$ cat src/rtl/debug_loader.sv
// Host debug loader: assembles UART bytes into words for IF memory, then runs or single-steps the pipeline.
// Latency: the write pulse comes 1 cycle after the 4th byte; o_halt follows 'R'/'S' by 1 cycle; o_tx_start is combinational in ACK.
// Backpressure: waits in ACK while i_tx_busy is high; bytes received outside IDLE/LOAD are dropped.
// Optional feature macro: DEBUG_LOADER_TIMEOUT_EN enables an inter-byte timeout while in LOAD.
module debug_loader #(
    parameter int NB_DATA        = 32,
    parameter int NB_ADDR        = 32,
    parameter int IMEM_DEPTH     = 256,
    parameter int TIMEOUT_CYCLES = 1000000
) (
    input  logic               clk,
    input  logic               i_rst,
    input  logic [7:0]         i_rx_data,
    input  logic               i_rx_valid,
    input  logic               i_pipe_halted,
    input  logic               i_tx_busy,
    output logic [NB_DATA-1:0] o_instruction_data,
    output logic [NB_ADDR-1:0] o_inst_addr,
    output logic               o_we_IF,
    output logic               o_halt,
    output logic               o_pipe_rst,
    output logic [7:0]         o_tx_data,
    output logic               o_tx_start,
    output logic               o_busy
);

    localparam int IW = (IMEM_DEPTH > 1) ? $clog2(IMEM_DEPTH) : 1;

    localparam logic [7:0] CMD_LOAD = 8'h4C;
    localparam logic [7:0] CMD_RUN  = 8'h52;
    localparam logic [7:0] CMD_STEP = 8'h53;
    localparam logic [7:0] RSP_ACK  = 8'h06;
    localparam logic [7:0] RSP_NAK  = 8'h15;
    localparam logic [7:0] RSP_STEP = 8'h2E;

    typedef enum logic [2:0] {
        S_IDLE,
        S_LOAD,
        S_RUN,
        S_STEP,
        S_ACK
    } state_t;

    state_t               state_q, state_d;
    logic [IW-1:0]        idx_q, idx_d;
    logic [1:0]           bcnt_q, bcnt_d;
    // first three bytes of the word being assembled; the 4th byte goes straight to the output register
    logic [NB_DATA-9:0]   part_q, part_d;
    logic                 last_q, last_d;
    logic                 we_q, we_d;
    logic [NB_DATA-1:0]   data_q, data_d;
    logic [NB_ADDR-1:0]   addr_q, addr_d;
    logic                 halt_q, halt_d;
    logic                 prst_q, prst_d;
    logic [7:0]           txd_q, txd_d;
    logic                 is_halt_word;

    // top six opcode bits all ones marks the HALT instruction
    assign is_halt_word = (data_q[NB_DATA-1 -: 6] == 6'b111111);

`ifdef DEBUG_LOADER_TIMEOUT_EN
    localparam int TW = (TIMEOUT_CYCLES > 1) ? $clog2(TIMEOUT_CYCLES) : 1;

    logic [TW-1:0] tmo_q, tmo_d;
    logic          tmo_hit;

    assign tmo_hit = (tmo_q == TW'(TIMEOUT_CYCLES - 1));

    // inter-byte idle counter: runs only in LOAD and restarts on every received byte
    always_comb begin
        tmo_d = '0;
        if (state_q == S_LOAD && !i_rx_valid) begin
            tmo_d = tmo_q + 1'b1;
        end
    end

    // timeout counter register
    always_ff @(posedge clk or posedge i_rst) begin
        if (i_rst) begin
            tmo_q <= '0;
        end else begin
            tmo_q <= tmo_d;
        end
    end
`endif

    // next-state and next-output computation for the whole controller
    always_comb begin
        state_d = state_q;
        idx_d   = idx_q;
        bcnt_d  = bcnt_q;
        part_d  = part_q;
        last_d  = last_q;
        we_d    = 1'b0;
        data_d  = data_q;
        addr_d  = addr_q;
        halt_d  = halt_q;
        prst_d  = 1'b0;
        txd_d   = txd_q;

        case (state_q)
            S_IDLE: begin
                if (i_rx_valid) begin
                    case (i_rx_data)
                        CMD_LOAD: begin
                            state_d = S_LOAD;
                            idx_d   = '0;
                            bcnt_d  = '0;
                        end
                        CMD_RUN: begin
                            // an already-halted pipeline is never released
                            if (i_pipe_halted) begin
                                state_d = S_ACK;
                                txd_d   = RSP_ACK;
                            end else begin
                                state_d = S_RUN;
                                halt_d  = 1'b0;
                            end
                        end
                        CMD_STEP: begin
                            if (i_pipe_halted) begin
                                state_d = S_ACK;
                                txd_d   = RSP_STEP;
                            end else begin
                                state_d = S_STEP;
                                halt_d  = 1'b0;
                            end
                        end
                        default: ;
                    endcase
                end
            end

            S_LOAD: begin
                if (we_q && (is_halt_word || last_q)) begin
                    // program complete (HALT) or memory full: reset the pipeline and report
                    state_d = S_ACK;
                    prst_d  = 1'b1;
                    bcnt_d  = '0;
                    txd_d   = is_halt_word ? RSP_ACK : RSP_NAK;
                end else begin
                    if (we_q) begin
                        idx_d = idx_q + 1'b1;
                    end
                    if (i_rx_valid) begin
                        case (bcnt_q)
                            2'd0: part_d[NB_DATA-9  -: 8] = i_rx_data;
                            2'd1: part_d[NB_DATA-17 -: 8] = i_rx_data;
                            2'd2: part_d[7:0]             = i_rx_data;
                            default: begin
                                we_d   = 1'b1;
                                data_d = {part_q, i_rx_data};
                                addr_d = NB_ADDR'(idx_q) << 2;
                                last_d = (idx_q == IW'(IMEM_DEPTH - 1));
                            end
                        endcase
                        bcnt_d = bcnt_q + 1'b1;
                    end
`ifdef DEBUG_LOADER_TIMEOUT_EN
                    else if (tmo_hit) begin
                        // host went silent: drop the partial word without writing it
                        state_d = S_ACK;
                        bcnt_d  = '0;
                        txd_d   = RSP_NAK;
                    end
`endif
                end
            end

            S_RUN: begin
                if (i_pipe_halted) begin
                    halt_d  = 1'b1;
                    state_d = S_ACK;
                    txd_d   = RSP_ACK;
                end
            end

            S_STEP: begin
                // release lasts exactly one cycle
                halt_d  = 1'b1;
                state_d = S_ACK;
                txd_d   = RSP_STEP;
            end

            S_ACK: begin
                if (!i_tx_busy) begin
                    state_d = S_IDLE;
                end
            end

            default: begin
                state_d = S_IDLE;
                halt_d  = 1'b1;
            end
        endcase
    end

    // state and output registers
    always_ff @(posedge clk or posedge i_rst) begin
        if (i_rst) begin
            state_q <= S_IDLE;
            idx_q   <= '0;
            bcnt_q  <= '0;
            part_q  <= '0;
            last_q  <= 1'b0;
            we_q    <= 1'b0;
            data_q  <= '0;
            addr_q  <= '0;
            halt_q  <= 1'b1;
            prst_q  <= 1'b0;
            txd_q   <= '0;
        end else begin
            state_q <= state_d;
            idx_q   <= idx_d;
            bcnt_q  <= bcnt_d;
            part_q  <= part_d;
            last_q  <= last_d;
            we_q    <= we_d;
            data_q  <= data_d;
            addr_q  <= addr_d;
            halt_q  <= halt_d;
            prst_q  <= prst_d;
            txd_q   <= txd_d;
        end
    end

    assign o_instruction_data = data_q;
    assign o_inst_addr        = addr_q;
    assign o_we_IF            = we_q;
    assign o_halt             = halt_q;
    assign o_pipe_rst         = prst_q;
    assign o_tx_data          = txd_q;
    assign o_tx_start         = (state_q == S_ACK) && !i_tx_busy;
    assign o_busy             = (state_q != S_IDLE);

endmodule

$ cat config.mk
export PLATFORM = sky130hd
export DESIGN_NAME = debug_loader
export DESIGN_NICKNAME = d
export VERILOG_FILES = /design/src/rtl/debug_loader.sv
export SDC_FILE = /design/constraint.sdc
export NUM_CORES = 1
export LEC_CHECK = 0
export ABC_CLOCK_PERIOD_IN_PS = 3100
export CORE_MARGIN = 8
export CORE_UTILIZATION = 46
export DETAILED_ROUTE_END_ITERATION = 6
export PLACE_DENSITY = 0.88
export SLEW_MARGIN = 5
export SYNTH_ARGS = -nofsm -noshare
export SYNTH_HDL_FRONTEND = slang
export SYNTH_SLANG_ARGS = --single-unit
$ cat constraint.sdc
create_clock -name clk -period 3.1 [get_ports clk]
set_clock_uncertainty 0.15 [all_clocks]
set_input_delay 0.62 -clock clk [delete_from_list [all_inputs] [get_ports clk]]
set_output_delay 0.62 -clock clk [all_outputs]
set_load 0.02 [all_outputs]
# Word-level counts from Yosys, hierarchy flattened
# Index checks and enable logic that the tools add are counted.
# op_classes
div	0
bitwise	3
multipliers	0
muxes	36
shift	0
n_reduce_logical	21
n_lt_le_gt_ge	0
addsub	2
eq_ne	24
# ops
cell	count
$mux 8	8
$pmux 8 s2	2
$pmux 8 s4	1
$eq 8x7->1 const B	3
$reduce_and 4->1	5
$reduce_and 5->1	4
$mux 3	6
$ne 2x2->1 const B	8
$pmux 3 s5	1
$mux 1	10
$pmux 3 s3	1
$add 8x1->8 const B	1
$eq 8x8->1 const B	1
$mux 2	4
$eq 3x2->1 const B	2
$eq 6x6->1 const B	1
$ne 3x3->1 const B	2
$mux 5	1
$ne 4x1->1 const B	1
$pmux 2 s2	1
$reduce_bool 4->1	1
$reduce_or 2->1	2
$eq 3x1->1 const B	1
$eq 3x3->1 const B	1
15 further kinds	18
# totals
romBits	0
ram_bits	0
memories	0
input_bits	13
latchBits	0
reg_bits	89

# Longest topological paths before layout
# depth
ltp_word	6
mapped_depth	7

# Worst setup path after synthesis
# No wires, ideal clock.
# synth_path
path_kind	reg2out
from	register state_q[0]
to	output o_tx_start
arrival_time_ps	1423
required_ps	2330
path_buffers	1
slack_ps	907
path_stages_with_launch	3
cell_sequence	dfrtp_1 -> clkbuf_1 -> nor4b_1
# synth_via
elab_chain_cells	2
# synth_rtl
item	line_no	rtl
start, declared	44	state_t state_q, state_d;
start signal, assigned	213	state_q <= state_d;
$eq 3x3->1	233	assign o_tx_start = (state_q == S_ACK) && !i_tx_busy;
$logic_and 1x1->1	233	
end, declared	23	output logic o_tx_start,
# No other way between the ends.

# Final worst setup path
# layout_path
from	register state_q[2]
to	output o_tx_start
# Same word-level chain as after synthesis.

==> run metrics <==
htree depth 3; min cycle time layout approximately 2.8 ns; # Post-CTS Setup Buffers 0; commonest non-fill, non-tap cell in the layout dfrtp_1; global-route wire length before repair 14,900 um; Post-CTS Resized 0; dpl cells 489; Fin Setup TNS 0 ns; clock sink count a little under 90; largest family of logic cells by synthesized area multiplexers; RePlAce Congestion 0.794; Syn-to-layout area delta 21.1%; crit path kind flip-flop to primary output; Remaining DRCs 0; Hold Crit Class flip-flop to flip-flop; die height about 110 um; FP Rows 35; gr usage total approximately 15%; Non-Filler Instances 505; Crit path buffers/inverters 1; Initial Utilization a little under half; iteration count of the initial detailed-routing pass 4; Routed met3 length around 560 um; final hold violations 0; ys async rst share 100%; Crit. End Element primary output; Switching Fraction 35.5%; ranking of synthesized cells by area dfrtp_1 52%, mux2_4 12%, mux2_2 7.5%; setup violators final 0; Worst path max stage delay around 0.68 ns; CP Launch Type flip-flop; Crit-path slowest cell clkdlybuf4s50_1; DR vias/cell about 5.3; Remaining Overflow, GRT 0; CTS tree done; final worst-path cycle share 91.3%; highest routed layer met4; Reg clk slew, reported paths ~0.09 ns; Ant. Diodes 0; P_sw around 1700 uW; Power Dens Cells ~930 nW/um^2; number of buffers added on ports 65; synthesized instance count between 300 and 400; Slew HR ~60%; Top FF cell, synth dfrtp_1; EDFF count, synth 0; Worst-Margin Slew between 0.6 and 0.7 ns; post-synth top area cell dfrtp_1; adder-cell share of the synthesized area around 1.5%; die width about 110 um; DR WL/cell 17.9 um; M1 WL roughly 3900 um; Seq/Total Area, Yosys 52.9%; Netlist cell types 50; final wirelength approximately 9000 um; CP required roughly 2.3 ns; most frequent cells in the layout 88 x dfrtp_1, 65 x clkdlybuf4s50_1, 35 x mux2_4; vias in the first global route 2,841; Num CTS Buffers 9; CP top delay family buffers and inverters; Reg2Reg Depth 5; hpwl dp between 6000 and 7000 um; HP Start o_tx_data[2]; hold depth 1; core box area about 9000 um^2; DR iter-0 viols 144; Syn Area/Cell 13.2 um^2; via count about 2.7k; logic gate share of total power between 40% and 50%; worst r2r src state_q[2]; num ports 90; Max VDD drop approximately 590 uV; Routed Antenna Nets 0; Compound-Gate Fraction of Synth Area just under 9%; clock network fraction of design power around 17%; synth warn 0; clock buffer depth 2; worst reg2reg path endpoint o_instruction_data[2]; post-synthesis mux area share about a fifth; clk_lat worst skew about 0.36 ns; RSZ-0062 raised after global routing false; Hold Buf Count CTS 0; Hold EP o_tx_data[2]; fmax 353 MHz; Flop pwr share a little over two fifths; status finished, final reports clean; Synth Area in Simple Gates around 9%; Pint a little over 3000 uW; Fillers about 750; initial antenna violation count 0; die area 12,500 um^2; Synth Register Bits 89; CTS Root Buffer Type clkbuf_8; largest net degree at the start of global routing 90; XOR/XNOR Fraction of Synth Area 0%; reg2reg setup slack 0.57 ns; CP Max Fanout 12; top-area cell type share of the netlist area a little over half; proportion of layout cells with a drive suffix above 1 ~25%; Worst EP arrival roughly 2.1 ns; Max-Cap Viols 0; critical path cell sequence nor4b_1 -> clkdlybuf4s50_1; leak pwr 0.00240 uW; Slew Viols, Final 0; worst setup path start state_q[2]; met2 WL around 4500 um; cell area after synthesis 4210 um^2; Final nets slightly above 400
cell type report:
| class | instances | area, um^2 | area share, % |
|---|---|---|---|
| flip-flops and latches | 89 | 2230 | 43.7 |
| clock inverters | 7 | 76.3 | 1.50 |
| clock buffers | 9 | 124 | 2.43 |
| inverters | 10 | 38.8 | 0.760 |
| multi-input cells | 207 | 1770 | 34.6 |
| repair buffers | 72 | 728 | 14.3 |
| well taps | 111 | 139 | 2.72 |
per-stage QoR:
stage	total power [uW]	instance area (um^2)	hold slack, ns	util (%)	worst slack (ns)
global route	5020	5100	0.374	56.3	0.151
detailed placement	3970	4900	0.319	54.1	0.256
floorplan	3160	4300	0.324	-	0.0247
finish	4750	5100	0.334	56.3	0.268
global placement	3880	4900	0.310	54.1	0.300
CTS	4800	5100	0.337	56.3	0.278
cells in the mapped netlist, types with 2 or more instances:
cell type	instances
dfrtp_1	88
mux2_4	35
mux2_2	28
buf_4	25
a21oi_1	17
nand2_1	12
inv_1	10
nor2_1	9
o21a_1	8
o21ai_0	7
nor2b_1	6
buf_6	5
ha_1	5
and3_1	4
nand2b_1	4
nand3_1	4
clkbuf_1	3
nand2_2	3
nand4bb_1	3
o211ai_1	3
o22ai_1	3
a31oi_1	2
a41oi_1	2
buf_2	2
mux2i_1	2
nor3b_1	2
nor4_1	2
o31ai_1	2
cell families after synthesis:
kind of cell	after synthesis
other	1
DFF	89
muxes	65
AOI/OAI and AO/OA	54
buffers and inverters	45
adders and majority gates	5
and+or+nand+nor	59
routing by layer:
| metal | vias up | global-route usage (%) |
|---|---|---|
| li1 | 1227 | - |
| met1 | 1341 | 17.5 |
| met3 | 13 | 4.71 |
| met5 | - | 0 |
| met4 | 0 | 6.56 |
| met2 | 92 | 24.6 |
state kept, by name, summed over array words and instances (netlist names), 2 cells and up:
name / flops
bcnt_q: 2
idx_q: 8
o_inst_addr: 8
o_instruction_data: 32
o_tx_data: 8
part_q: 24
state_q: 3
power by group through the flow:
| stage | Combinational, uW | Clock (uW) | Sequential [uW] |
|---|---|---|---|
| floorplan | 930 | 0 | 2230 |
| global placement | 1900 | 0 | 1980 |
| detailed placement | 1970 | 0 | 2000 |
| CTS | 1980 | 838 | 1990 |
| global route | 2090 | 881 | 2050 |
| finish | 1950 | 810 | 1980 |
worst max path at each step:
| stage | end | slack [ns] | depth (start not counted) |
|---|---|---|---|
| floorplan | bcnt_q[0] | 0.02 | 1 |
| global route | o_tx_start | 0.15 | 2 |
| global placement | o_tx_start | 0.30 | 3 |
| CTS | o_tx_start | 0.28 | 2 |
| finish | o_tx_start | 0.27 | 2 |
| detailed placement | o_tx_data[0] | 0.26 | 6 |
(Power assumes the default switching activity.)
